`src/rtl/issue_scoreboard.sv`:
```
// issue_scoreboard
//   Issue controller sitting between decode and execute. It tracks pending
//   register writes with one countdown timer per architectural register.
//   Decode is held on RAW/WAW hazards. Issue is serialised around branches,
//   and a flush is raised when a branch resolves taken. A halt drains all
//   pending writes and then asserts a sticky hlt.
//
// Ports
//   clk, rst_n      clock, asynchronous active-low reset
//   dec_*           decoded instruction presented by decode
//   br_done/taken   branch resolution pulse from the memory stage
//   issue           instruction accepted into execute this cycle
//   stall           hold fetch/decode registers
//   flush           kill fetch/decode contents (taken branch)
//   hlt             CPU halted, sticky until reset
//   busy_vec        per-register pending-write flags
//
// Build option
//   SCB_FORWARD_EN  When defined, an execute-stage bypass is assumed. A source
//                   register whose timer is at 1 is therefore not a RAW hazard.
//                   WAW checks always use the full busy flag.
module issue_scoreboard #(
  parameter int NUM_REGS  = 4,
  parameter int REG_IDX_W = 2,
  parameter int ALU_LAT   = 3,
  parameter int MEM_LAT   = 4,
  parameter int CNT_W     = 3
) (
  input  logic                 clk,
  input  logic                 rst_n,
  input  logic                 dec_valid,
  input  logic [REG_IDX_W-1:0] dec_rs1,
  input  logic [REG_IDX_W-1:0] dec_rs2,
  input  logic                 dec_use_rs1,
  input  logic                 dec_use_rs2,
  input  logic [REG_IDX_W-1:0] dec_rd,
  input  logic                 dec_wr_rd,
  input  logic                 dec_is_mem,
  input  logic                 dec_is_br,
  input  logic                 dec_is_hlt,
  input  logic                 br_done,
  input  logic                 br_taken,
  output logic                 issue,
  output logic                 stall,
  output logic                 flush,
  output logic                 hlt,
  output logic [NUM_REGS-1:0]  busy_vec
);

  typedef enum logic [1:0] {
    ST_RUN,
    ST_BR_WAIT,
    ST_DRAIN,
    ST_HALTED
  } state_t;

  state_t               state_reg, state_next;
  logic                 hlt_reg;
  logic [CNT_W-1:0]     timer_reg [NUM_REGS];
  logic [NUM_REGS-1:0]  src_busy;
  logic                 wr_eff;
  logic                 raw_hazard;
  logic                 waw_hazard;
  logic                 hazard;

  // Branches and halts never write a register, whatever dec_wr_rd says.
  assign wr_eff = dec_wr_rd & ~dec_is_br & ~dec_is_hlt;

  generate
    for (genvar gi = 0; gi < NUM_REGS; gi++) begin : g_timer
      assign busy_vec[gi] = (timer_reg[gi] != '0);

`ifdef SCB_FORWARD_EN
      // A timer at 1 means the result is in execute and can be bypassed.
      assign src_busy[gi] = (timer_reg[gi] > CNT_W'(1));
`else
      assign src_busy[gi] = busy_vec[gi];
`endif

      // A fresh load takes priority over the running decrement.
      always_ff @(posedge clk or negedge rst_n) begin
        if (!rst_n) begin
          timer_reg[gi] <= '0;
        end else if (issue && wr_eff && (dec_rd == REG_IDX_W'(gi))) begin
          timer_reg[gi] <= dec_is_mem ? CNT_W'(MEM_LAT) : CNT_W'(ALU_LAT);
        end else if (busy_vec[gi]) begin
          timer_reg[gi] <= timer_reg[gi] - 1'b1;
        end
      end
    end
  endgenerate

  assign raw_hazard = (dec_use_rs1 & src_busy[dec_rs1]) |
                      (dec_use_rs2 & src_busy[dec_rs2]);
  assign waw_hazard = wr_eff & busy_vec[dec_rd];
  assign hazard     = raw_hazard | waw_hazard;

  // State register.
  always_ff @(posedge clk or negedge rst_n) begin
    if (!rst_n) begin
      state_reg <= ST_RUN;
      hlt_reg   <= 1'b0;
    end else begin
      state_reg <= state_next;
      hlt_reg   <= (state_next == ST_HALTED);
    end
  end

  // Next-state logic.
  always_comb begin
    state_next = state_reg;
    case (state_reg)
      ST_RUN: begin
        if (issue) begin
          // A halt takes precedence over a branch when both flags are set.
          if (dec_is_hlt) begin
            state_next = ST_DRAIN;
          end else if (dec_is_br) begin
            state_next = ST_BR_WAIT;
          end
        end
      end
      ST_BR_WAIT: begin
        if (br_done) begin
          state_next = ST_RUN;
        end
      end
      ST_DRAIN: begin
        if (busy_vec == '0) begin
          state_next = ST_HALTED;
        end
      end
      ST_HALTED: state_next = ST_HALTED;
      default:   state_next = ST_RUN;
    endcase
  end

  // Outputs. The rst_n terms hold the handshake outputs low during reset.
  always_comb begin
    issue = rst_n & dec_valid & (state_reg == ST_RUN) & ~hazard;
    stall = rst_n & ((dec_valid & ~issue) | (state_reg != ST_RUN));
    flush = rst_n & (state_reg == ST_BR_WAIT) & br_done & br_taken;
    hlt   = hlt_reg;
  end

endmodule
```
`config.mk`:
```
export PLATFORM = sky130hd
export DESIGN_NAME = issue_scoreboard
export DESIGN_NICKNAME = d
export VERILOG_FILES = /design/src/rtl/issue_scoreboard.sv
export SDC_FILE = /design/constraint.sdc
export NUM_CORES = 1
export LEC_CHECK = 0
export BUFFER_PORTS_ARGS = -buffer_cell sky130_fd_sc_hd__buf_4
export CORE_ASPECT_RATIO = 2
export CORE_MARGIN = 3
export CORE_UTILIZATION = 35
export CTS_BUF_LIST = sky130_fd_sc_hd__clkbuf_16
export CTS_CLUSTER_DIAMETER = 80
export DETAILED_ROUTE_END_ITERATION = 10
export GPL_TIMING_DRIVEN = 0
export HOLD_SLACK_MARGIN = 0.08
export RECOVER_POWER = 100
export SLEW_MARGIN = 20
export SYNTH_ARGS = -nofsm -noshare
export SYNTH_HDL_FRONTEND = slang
export SYNTH_SLANG_ARGS = --single-unit
```
`constraint.sdc`:
```
create_clock -name clk -period 5.83 [get_ports clk]
set_clock_uncertainty 0.2 [all_clocks]
set_input_delay 1.166 -clock clk [delete_from_list [all_inputs] [get_ports clk]]
set_output_delay 1.166 -clock clk [all_outputs]
set_load 0.02 [all_outputs]
```
# After elaboration in Yosys (flattened, before gate mapping)
# Index checks and enable logic that the tools add are counted.
[totals] register_bits=15 inputBits=17 out_inout_bits=8
[op_classes] add_sub_neg=4 order_cmp=3 n_eq_ne=7 muxes=21 n_bitwise=20 reduce_logical=17
[op_table] op="two-way mux 3 bit" n=9
[op_table] op="AND 1 bit" n=13
[op_table] op="nonzero test 3 bit" n=4
[op_table] op="subtractor 3 x 1 -> 3 bit (second input constant)" n=4
[op_table] op="== test 2 bit (second input constant)" n=5
[op_table] op="two-way mux 2 bit" n=5
[op_table] op="nonzero test 2 bit" n=5
[op_table] op="< comparator 2 x 3 -> 1 bit (second input constant)" n=3
[op_table] op="case mux 2 bit (4 select lines)" n=1
[op_table] op="binary-select mux 1 bit (select 2 bit)" n=3
[op_table] op="logical AND 1 bit" n=5
[op_table] op="== test 2 x 1 -> 1 bit (second input constant)" n=2
[op_table] op="zero test 2 bit" n=2
[op_table] op="zero test 4 bit" n=1
[op_table] op="NOT 1 bit" n=4
[op_table] op="two-way mux 1 bit" n=3
[op_table] op="OR 1 bit" n=3

# Longest topological paths before layout
# Gate-level depths: netlist of the first run.
[logic_depth] word_depth=12 depth_mapped=8

# Worst setup path before layout of the first run
# OpenSTA, ideal clock, no wires.
[synth_timing] kind="in2out" from="input dec_rd[1]" to="output stall" arrival_time_ps=2419 t_required_ps=4464 path_slack_ps=2045 cell_stages=5 cell_sequence="buf_2 -> mux4_2 -> nor2_1 -> nand3b_1 -> o311a_1"
[synth_via] elab_chain_cells=10
[synth_lines] item="start, declared" line="36" source="input logic [REG_IDX_W-1:0] dec_rd,"
[synth_lines] item="binary-select mux 1 bit (select 2 bit)" line="95" source="assign waw_hazard = wr_eff & busy_vec[dec_rd];"
[synth_lines] item="two-way mux 1 bit (not written as such)" line="95"
[synth_lines] item="AND 1 bit" line="95"
[synth_lines] item="OR 1 bit" line="96" source="assign hazard = raw_hazard | waw_hazard;"
[synth_lines] item="NOT 1 bit" line="140" source="issue = rst_n & dec_valid & (state_reg == ST_RUN) & ~hazard;"
[synth_lines] item="AND 1 bit" line="140"
[synth_lines] item="NOT 1 bit" line="141" source="stall = rst_n & ((dec_valid & ~issue) | (state_reg != ST_RUN));"
[synth_lines] item="AND 1 bit" line="141"
[synth_lines] item="OR 1 bit" line="141"
[synth_lines] item="AND 1 bit" line="141"
[synth_lines] item="end, declared" line="44" source="output logic stall,"
# Every way passes these cells. The select of a mux whose other input is x is not followed.

# Final worst setup path of the first run
[layout_timing] from="register timer_reg[9] (netlist name)" to="output issue"
[layout_via] elab_chain_cells=8 elab_cells_between_ends=14 cone_classes="mux (6); bitwise (7); reduce/logical (1)"
[layout_lines] item="start, declared" line="59" source="logic [CNT_W-1:0] timer_reg [NUM_REGS];"
[layout_lines] item="start signal, assigned by index" line="85" source="timer_reg[gi] <= dec_is_mem ? CNT_W'(MEM_LAT) : CNT_W'(ALU_LAT);"
[layout_lines] item="start signal, assigned by index" line="87" source="timer_reg[gi] <= timer_reg[gi] - 1'b1;"
[layout_lines] item="nonzero test 3 bit *" line="71" source="assign busy_vec[gi] = (timer_reg[gi] != '0);"
[layout_lines] item="binary-select mux 1 bit (select 2 bit), on equally long branches" line="93, 94"
[layout_lines] item="two-way mux 1 bit, on equally long branches" line="93, 94"
[layout_lines] item="AND 1 bit, on equally long branches" line="93, 94"
[layout_lines] item="OR 1 bit" line="93" source="assign raw_hazard = (dec_use_rs1 & src_busy[dec_rs1]) |"
[layout_lines] item="OR 1 bit *" line="96"
[layout_lines] item="NOT 1 bit *" line="140"
[layout_lines] item="AND 1 bit *" line="140"
[layout_lines] item="end, declared" line="43" source="output logic issue,"
# Every way passes the cells marked *; elsewhere a longest branch is shown, timed or not. The select of a mux whose other input is x is not followed.

==> results.md, run 1 <==
- Status: finished clean
- Number of instances in the placed design: 173
- Number of H-tree levels: 1
- Total global routing overflow: 0
- Slowest stage delay, CP: 0.52 ns
- Share of cells above drive strength 1: 0.158
- Post-synth ARST share: 1.00
- Critical Path AT: between 2 and 3 ns
- DRT Pass-1 Iters: 2
- Maximum clock path buffer count: 2
- Seq cells post-synth: 15
- Setup crit start kind: flip-flop
- CP Depth: 9
- Fin nets: about 170
- Worst path slowest cell: a32oi_1
- Initial Util: 0.366
- Largest net degree at the start of global routing: 19
- Die X: between 40 and 50 µm
- F_max: about 240 MHz
- Max FFs per register: 12
- Detail Route Antenna Nets: 0
- CP Max Fanout: 8
- Storage element area: between 300 and 400 µm²
- Seq/Total Area, Yosys: 0.321
- Yosys Warn Count: 0
- Final wirelength: between 2000 and 2500 µm
- Delay-heaviest family, CP: compound AO/OA/AOI/OAI gates
- Yosys top cell by area: dfrtp_1
- Worst Setup EP: issue
- Area of the multi-input gates: 662 µm²
- Root buffer cell: clkbuf_16
- Slew @ Worst Pin: roughly 0.94 ns
- Static Leak: 0.671 nW
- Min cycle time layout: roughly 4.2 ns
- Mapped Avg Cell Area: around 9.7 µm²
- Dominant cells by area after synthesis: dfrtp_1 32%, mux2i_1 9.4%, ha_1 8.6%
- Fin worst setup slack: 1.67 ns
- Total track usage: 0.139
- RSZ-0062 raised after global routing: false
- Design Power: ~0.00063 W
- Starting DRC count in detailed routing: 22
- Worst hold path type: flip-flop to flip-flop
- Setup bufs post-CTS: 0
- Area fraction of the dominant cell type after synthesis: 0.321
- Vias per cell: between 5 and 6
- Final hold violation count: 0
- Gates resized, CTS repair: 0
- Post-synth EDFFs: 0
- Syn Nets: 145
- Die height: between 80 and 90 µm
- HPWL Detailed: around 2000 µm
- Reg-to-Reg End: timer_reg[11]$_DFFE_PN0P_
- Mapped Cells: 120
- Library cells used by synthesis: 36
- Tcrit/Tclk final: 0.714
- Ratio of total power to cell area: between 400 and 500 nW/µm²
- Clk sink count: 15
- Hold-fix buffers, CTS: 0
- Clk pin slew, worst setup/hold paths: ~0.05 ns
- Vias in the first global route: approximately 1000
- DIE AREA: 4110 µm²
- Post-synthesis instance area: 1170 µm²
- Final setup violating endpoints: 0
- Internal reg-to-reg setup slack: 2.98 ns
- Slew headroom: 0.376
- WP data required: 4.46 ns
- Crit Path Class: flip-flop to output pin
- WHS Path Cells: 2
- Setup WS pre-CTS: 1.92 ns
- Global-route wire length before repair: about 4200 µm
- Top FF cell, synth: dfrtp_1
- Setup_tns: 0 ns
- Length in cells of the worst reg-to-reg path: 8
- # port buffers: 22
- CTS Buf Count: 3
- Max IR drop VDD: roughly 0.23 mV
- Diode count: 0
- Area added between synthesis and finish: 16.3%
- Routed WL per cell: ~14 µm
- Initial antenna violation count: 0
- Layout Cells excl Fill: between 150 and 200
- Clk_lat worst skew: approximately 0.24 ns
- Fill count: about 330
- Commonest cells in the netlist: 15 x dfrtp_1, 14 x inv_1, 11 x mux2i_1, 10 x nor2_1, 8 x ha_1
- Core ar.: 3190 µm²
- Cell Rows: 29
- Critical Path, Cell by Cell: inv_1, ha_1, nor2b_1, inv_2, o311a_4, a32oi_1, nand2_1, nor2_1, clkbuf_1
- Most common cell in the netlist: dfrtp_1
- DRC: 0
- Reg2reg start: timer_reg[9]$_DFFE_PN0P_
- DR vias: 965
- Boundary Pins: 25
- Crit. Startpoint: timer_reg[9]$_DFFE_PN0P_
- GP Congestion: 0.752
- WP buf/inv: 3
- CTS tree: done
- Final Max Tran Viols: 0
- Max_cap viols: 0
- CP endpoint kind: output pin
==> layer usage <==
metal	routed length, µm	vias up	share of wire	global-route usage
met5	0	-	0	0
met4	80	0	0.032	0.0730
met3	100	7	0.040	0.0165
met2	1370	24	0.55	0.264
met1	942	460	0.38	0.132
li1	-	474	-	-
==> layout by cell type, fill, tap and decap left out <==
cell       count
inv_1         15
dfrtp_1       15
buf_4         15
mux2i_1       11
nor2_1        10
nor2b_1        8
o21ai_0        8
clkbuf_1       8
ha_1           8
nand2_1        7
nand4_1        6
xnor2_1        4
clkbuf_16      3
and3_1         2
and3b_1        2
nor3b_1        2
nand3b_1       2
a21oi_1        2
nand2b_1       2
and2b_1        1
a22oi_1        1
inv_2          1
nand4bb_1      1
o311a_4        1
a32oi_1        1
a41o_1         1
a41oi_1        1
o22ai_1        1
buf_2          1
mux4_2         1
o311a_1        1
and2_1         1
nor3_1         1
o31ai_2        1
o21ai_1        1
==> logic make-up (layout without fill, tap and decap cells) <==
logic type                 count (synthesis)  count (layout)  synth area share
DFF                                       15              15             0.321
muxes                                     12              12             0.113
buffers and inverters                     17              43            0.0557
adders and majority gates                  8               8            0.0857
and+or+nand+nor                           45              45             0.258
AOI/OAI and AO/OA                         19              19             0.136
xor gates and xnor gates                   4               4            0.0300
==> worst min path at each step <==
stage                                    startpoint                   endpoint  slack, ns
final                     timer_reg[11]$_DFFE_PN0P_  timer_reg[11]$_DFFE_PN0P_       0.34
after global routing      timer_reg[11]$_DFFE_PN0P_  timer_reg[11]$_DFFE_PN0P_       0.36
after CTS                  timer_reg[5]$_DFFE_PN0P_   timer_reg[5]$_DFFE_PN0P_       0.35
after detailed placement   timer_reg[5]$_DFFE_PN0P_   timer_reg[5]$_DFFE_PN0P_       0.34
after global placement     timer_reg[5]$_DFFE_PN0P_   timer_reg[5]$_DFFE_PN0P_       0.32
after floorplan            timer_reg[5]$_DFFE_PN0P_   timer_reg[5]$_DFFE_PN0P_       0.30
==> tightest hold or removal path, delay by kind of cell (launching register included) <==
| family | cells | cell delay (ns) |
|---|---|---|
| compound gates | 2 | 0.15 |
| flops | 1 | 0.36 |
==> cell type report <==
type / instances / share of cell area
Clock buffer: 3 / 0.0552
Multi-Input combinational cell: 88 / 0.487
Tap cell: 31 / 0.0285
Inverter: 15 / 0.0414
Timing Repair Buffer: 22 / 0.102
Clock inverter: 1 / 0.00276
Buffer: 2 / 0.00645
Sequential cell: 15 / 0.276
==> metrics by stage <==
stage	instance area (µm²)	hold WS, ns	utilization
5_1_grt	1360	0.361	0.426
3_3_place_gp	1370	0.321	0.430
4_1_cts	1450	0.352	0.455
3_5_place_dp	1370	0.342	0.430
2_1_floorplan	1170	0.303	-
6_report	1360	0.337	0.426
==> power by group <==
group          internal [W]  switching (W)  total (W)  leakage, nW
logic              0.000142       0.000178   0.000320        0.449
registers          0.000155      0.0000298   0.000184        0.180
clock network     0.0000906      0.0000396   0.000130       0.0423
(Power assumes the default switching activity.)
==> run 2: changes to the inputs <==
==> constraint.sdc (replaced) <==
create_clock -name clk -period 3.84 [get_ports clk]
set_clock_uncertainty 0.2 [all_clocks]
set_input_delay 0.768 -clock clk [delete_from_list [all_inputs] [get_ports clk]]
set_output_delay 0.768 -clock clk [all_outputs]
set_load 0.02 [all_outputs]
==> run 2 against run 1 <==
Via count shrank 0.52%. Sequential cell count did not move. Final cell count unchanged. Worst hold slack better by 0.012 ns. Clock power up 52%. Non-clock buffer count stayed put. Sequential share of layout area down 0.25 points. Register-to-register slack lost 1.5 ns. Die area unchanged. Sequential power rose by 53%. Power is 53% higher. Utilization up 0.39 points. Largest power group unchanged.
==> results.md, run 2 (synthesis gave the netlist of run 1 again) <==
- Status: finished clean
- Max FFs per register: 12
- Area added between synthesis and finish: 17.3%
- Final Core Density: 0.429
- Number of H-tree levels: 1
- CP Max Fanout: 8
- Length in cells of the worst reg-to-reg path: 8
- CTS Buf Count: 3
- Core ar.: about 3200 µm²
- Setup bufs post-CTS: 0
- DRT Pass-1 Iters: 2
- Layout Cells excl Fill: ~180
- WP data required: approximately 2.9 ns
- Routed WL per cell: 14.1 µm
- Fin nets: between 150 and 200
- Max_cap viols: 0
- # port buffers: 22
- Min cycle time layout: around 3.3 ns
- Initial Util: 0.366
- Final Max Tran Viols: 0
- Crit Path Class: flip-flop to output pin
- Worst path slowest cell: o311a_2
- Starting DRC count in detailed routing: 20
- Die X: approximately 47 µm
- CTS tree: done
- Final wirelength: roughly 2500 µm
- Largest net degree at the start of global routing: 19
- Initial antenna violation count: 0
- Setup crit start kind: flip-flop
- Commonest cells after routing, fill and taps aside: 16 x inv_1, 15 x dfrtp_1, 14 x buf_4
- Total global routing overflow: 0
- Hold-fix buffers, CTS: 0
- Comb power frac: 0.507
- Commonest non-fill, non-tap cell in the layout: inv_1
- P_sw: between 0.0003 and 0.0004 W
- Final instance area: ~1400 µm²
- Vias per cell: approximately 5.4
- Cell Rows: 29
- Final setup violating endpoints: 0
- Worst hold slack: around 0.35 ns
- Diode count: 0
- Seq pwr share: 0.290
- Worst hold path type: flip-flop to flip-flop
- Critical Path AT: around 2.4 ns
- RSZ-0062 raised after global routing: false
- Slowest stage delay, CP: between 0.3 and 0.4 ns
- Vias in the first global route: between 1000 and 1500
- Slew headroom: 0.367
- GP Congestion: approximately 0.75
- Setup_tns: 0 ns
- Clk sink count: 15
- Most used cell, CP: inv_1
- F_max: 301 MHz
- Clock Power Share: 0.204
- Clk_lat worst skew: ~0.24 ns
- Placed Area: between 1000 and 1500 µm²
- CP endpoint kind: output pin
- Ratio of total power to cell area: around 700 nW/µm²
- Total track usage: 0.139
- DR vias: 960
- DIE AREA: approximately 4000 µm²
- Global-route wire length before repair: ~4200 µm
- Boundary Pins: 25
- Clk pin slew, worst setup/hold paths: 0.05 ns
- Gates resized, CTS repair: 0
- Internal power: slightly below 0.0006 W
- DRC: 0
- Final hold violation count: 0
- Static Leak: approximately 0.67 nW
- Detail Route Antenna Nets: 0
- Sw Ratio: 0.390
- Tcrit/Tclk final: 0.865
- WHS Path Cells: 2
- Max IR drop VDD: approximately 0.36 mV
- Number of instances in the placed design: between 150 and 200
- Share of cells above drive strength 1: 0.158
- Fill count: about 330
- Maximum clock path buffer count: 2
- Slew @ Worst Pin: about 0.95 ns
- HPWL Detailed: 2040 µm
- Critical Path, Cell by Cell: inv_1, ha_1, nor2b_4, inv_1, o311a_2, a32oi_4, nand2_1, nor2_1, clkbuf_1
- Root buffer cell: clkbuf_16
- Die height: 87.7 µm
==> run 2: changes by cell type in the layout (fill, tap and decap cells not counted) <==
cell      previous run  this run
inv_2                1         0
buf_4               15        14
inv_1               15        16
nor2b_4              0         1
a32oi_1              1         0
o311a_2              0         1
a32oi_4              0         1
clkbuf_1             8         9
o311a_4              1         0
nor2b_1              8         7
==> run 2: final cells by class <==
cell class,count,area [µm²],share of cell area
clock buffer,3,75.1,0.0547
sequential,15,375,0.274
tap,31,38.8,0.0283
inverter,15,56.3,0.0411
buffer,2,8.76,0.00639
multi-input combinational,88,678,0.495
timing repair buffer,22,135,0.0985
clock inverter,1,3.75,0.00274
==> run 2: worst max-delay path, delay by kind of cell, from the launching register on <==
kind / cells / cell delay [ns]
and+or+nand+nor: 3 / 0.45
buffers and inverters: 3 / 0.47
adders and majority gates: 1 / 0.18
DFF: 1 / 0.35
AOI/OAI and AO/OA: 2 / 0.64
==> run 2: final timing paths <==
path                                     startpoint                   endpoint  slack (ns)
setup / recovery           timer_reg[9]$_DFFE_PN0P_                      issue        0.52
hold / removal             timer_reg[5]$_DFFE_PN0P_   timer_reg[5]$_DFFE_PN0P_        0.35
setup reg to reg           timer_reg[9]$_DFFE_PN0P_  timer_reg[11]$_DFFE_PN0P_        1.44
hold reg to reg            timer_reg[5]$_DFFE_PN0P_   timer_reg[5]$_DFFE_PN0P_        0.35
max in group asynchronous                     rst_n   timer_reg[1]$_DFFE_PN0P_        2.41
min in group asynchronous                     rst_n     state_reg[1]$_DFF_PN0_        0.45
==> run 2: metal layers <==
metal | vias to the layer above | routed length [µm] | global-route usage
met1 | 457 | 914 | 0.132
met4 | 0 | 80 | 0.0730
met3 | 7 | 99 | 0.0165
li1 | 472 | - | -
met2 | 24 | 1400 | 0.264
met5 | - | 0 | 0
==> run 2: power groups by stage <==
stage / Sequential [W] / Clock, W / Combinational, W
finish: 0.000282 / 0.000198 / 0.000493
global route: 0.000293 / 0.000212 / 0.000562
global placement: 0.000280 / 0 / 0.000505
CTS: 0.000282 / 0.000202 / 0.000533
floorplan: 0.000273 / 0 / 0.000397
detailed placement: 0.000285 / 0 / 0.000529
==> run 2: per-stage QoR <==
step / worst slack [ns] / total power, W
floorplan: 0.851 / 0.000670
global placement: 0.758 / 0.000785
detailed placement: 0.729 / 0.000814
CTS: 0.556 / 0.00102
global route: 0.344 / 0.00107
finish: 0.520 / 0.000973
==> run 3: changes to the inputs <==
--- a/config.mk
+++ b/config.mk
@@ -7,7 +7,6 @@
 export LEC_CHECK = 0
 export BUFFER_PORTS_ARGS = -buffer_cell sky130_fd_sc_hd__buf_4
 export CORE_ASPECT_RATIO = 2
-export CORE_MARGIN = 3
 export CORE_UTILIZATION = 35
 export CTS_BUF_LIST = sky130_fd_sc_hd__clkbuf_16
 export CTS_CLUSTER_DIAMETER = 80
@@ -15,7 +14,7 @@
 export GPL_TIMING_DRIVEN = 0
 export HOLD_SLACK_MARGIN = 0.08
 export RECOVER_POWER = 100
-export SLEW_MARGIN = 20
+export SLEW_MARGIN = 10
 export SYNTH_ARGS = -nofsm -noshare
 export SYNTH_HDL_FRONTEND = slang
 export SYNTH_SLANG_ARGS = --single-unit
==> constraint.sdc (replaced) <==
create_clock -name clk -period 3.1 [get_ports clk]
set_clock_uncertainty 0.2 [all_clocks]
set_input_delay 0.62 -clock clk [delete_from_list [all_inputs] [get_ports clk]]
set_output_delay 0.62 -clock clk [all_outputs]
set_load 0.02 [all_outputs]
==> run 3 against run 2 <==
Count of clock-buffer cells in the layout stayed put. Critical path depth is 1 lower. Routed wire length is 5.3% higher. Largest power group unchanged. Cell area is 6.7% higher. Sequential cell count stayed put.
==> results.md, run 3 (synthesis gave the netlist of run 1 again) <==
- F_max: roughly 330 MHz
- Area of the multi-input gates: around 700 µm²
- DR vias: 989
- Die X: 42.9 µm
- Min cycle time layout: approximately 3 ns
- Worst path slowest cell: mux4_2
- Ratio of total power to cell area: just under 900 nW/µm²
- Max IR drop VDD: a little over 0.4 mV
- Worst hold path type: flip-flop to flip-flop
- WP buf/inv: 2
- DRC: 0
- WP data required: around 2.3 ns
- HPWL Detailed: roughly 2000 µm
- Critical Path AT: roughly 2.2 ns
- Final instance area: approximately 1500 µm²
- Maximum clock path buffer count: 2
- CP endpoint kind: output pin
- Status: finished clean
- Sw Ratio: 0.388
- Clk sink count: 15
- Slew @ Worst Pin: between 0.5 and 0.6 ns
- Placed Area: 1370 µm²
- Final Max Tran Viols: 0
- Clk_lat worst skew: 0.24 ns
- DRT Pass-1 Iters: 4
- Share of cells above drive strength 1: 0.235
- DIE AREA: roughly 3600 µm²
- Internal power: 0.000777 W
- Vias per cell: between 5 and 6
- Global-route wire length before repair: ~4400 µm
- Final Core Density: 0.458
- Comb power frac: 0.528
- Boundary Pins: 25
- P_sw: about 0.00049 W
- Clock Power Share: 0.195
- Delay-heaviest family, CP: multiplexers
- Total global routing overflow: 0
- Largest net degree at the start of global routing: 19
- Final hold violation count: 0
- Storage element area: 375 µm²
- Commonest non-fill, non-tap cell in the layout: buf_4
- Number of H-tree levels: 1
- Layout Cells excl Fill: 184
- Seq pwr share: 0.277
- Vias in the first global route: 994
- GP Congestion: approximately 0.73
- Area added between synthesis and finish: 25.2%
- Fill count: 318
- Worst hold slack: between 0.3 and 0.4 ns
- Fin nets: about 180
- Detail Route Antenna Nets: 0
- Final setup violating endpoints: 0
- Cell Rows: 29
- Clk pin slew, worst setup/hold paths: about 0.050 ns
- CP Max Fanout: 5
- Die height: around 84 µm
- Root buffer cell: clkbuf_16
- Crit Path Class: flip-flop to output pin
- CTS tree: done
- Commonest cells after routing, fill and taps aside: 23 x buf_4, 15 x inv_1, 15 x dfrtp_1
- Critical Path, Cell by Cell: inv_1, ha_1, and2b_2, mux4_2, nor2_2, nand3b_1, o311a_1, buf_4
- Routed WL per cell: between 10 and 15 µm
- # port buffers: 22
- Diode count: 0
- Setup crit start kind: flip-flop
- Tcrit/Tclk final: 0.968
- Slew headroom: 0.664
- Total track usage: 0.160
- Initial antenna violation count: 0
- Final wirelength: ~2600 µm
- Static Leak: 0.723 nW
- Starting DRC count in detailed routing: 11
- Number of instances in the placed design: approximately 170
- Slowest stage delay, CP: between 0.5 and 0.6 ns
- Initial Util: 0.366
- Max_cap viols: 0
- CTS Buf Count: 3
- Design Power: between 0.001 and 0.0015 W
- Core ar.: 3190 µm²
- Max FFs per register: 12
==> run 3: cell count changes in the layout (fill, tap and decap cells not counted), sizes merged <==
cell | before | now
dlygate4sd3 | 0 | 1
clkbuf | 12 | 9
buf | 15 | 24
==> run 3: timing repair <==
action,4_1_cts,5_1_grt
setup buffers,2,4
hold endpoints to repair,15,0
pin swaps,1,0
hold buffers,1,0
gates resized for setup,0,2
setup endpoints to repair,2,1
==> run 3: power groups by stage <==
stage | clock (W) | sequential [W] | combinational, W
2_1_floorplan | 0 | 0.000338 | 0.000492
3_3_place_gp | 0 | 0.000347 | 0.000625
3_5_place_dp | 0 | 0.000352 | 0.000653
4_1_cts | 0.000250 | 0.000350 | 0.000671
5_1_grt | 0.000262 | 0.000363 | 0.000765
6_report | 0.000248 | 0.000351 | 0.000671
==> run 3: routing by layer <==
layer,track usage,routed length (µm)
met5,0,0
met4,0.0682,34
met3,0.0130,67
met2,0.303,1540
met1,0.170,980
==> run 3: final timing paths <==
check                                              start                        to  slack (ns)  cells after the start
min in group asynchronous                          rst_n  timer_reg[3]$_DFFE_PN0P_        0.58                      2
max in group asynchronous                          rst_n  timer_reg[0]$_DFFE_PN0P_        1.93                      2
worst max register to register  timer_reg[9]$_DFFE_PN0P_  timer_reg[4]$_DFFE_PN0P_        0.74                      9
worst max-delay path            timer_reg[3]$_DFFE_PN0P_                     stall         0.1                      8
worst min-delay path            timer_reg[2]$_DFFE_PN0P_  timer_reg[2]$_DFFE_PN0P_        0.37                      2
worst min register to register  timer_reg[2]$_DFFE_PN0P_  timer_reg[2]$_DFFE_PN0P_        0.37                      2
==> run 3: final cells by class <==
cell class	count	share of cell area
buffer	2	0.00599
sequential	15	0.257
timing repair buffer	29	0.139
tap	31	0.0265
multi-input combinational	88	0.480
inverter	15	0.0385
clock buffer	3	0.0513
clock inverter	1	0.00257
==> run 3: worst register-to-register path: stages (launching register included) <==
cell and delay, ns:
dfrtp_1 0.36, inv_1 0.11, ha_1 0.18, nor2b_4 0.22, inv_2 0.08, o311a_4 0.31, a32oi_4 0.24, buf_4 0.18
nand4_1 0.16, mux2i_1 0.16
==> run 3: stage by stage <==
stage                     setup slack [ns]  TNS, ns
after detailed placement             0.214        0
after global routing               -0.0103  -0.0103
after global placement               0.256        0
after CTS                          0.00743        0
final                               0.0998        0
after floorplan                      0.349        0
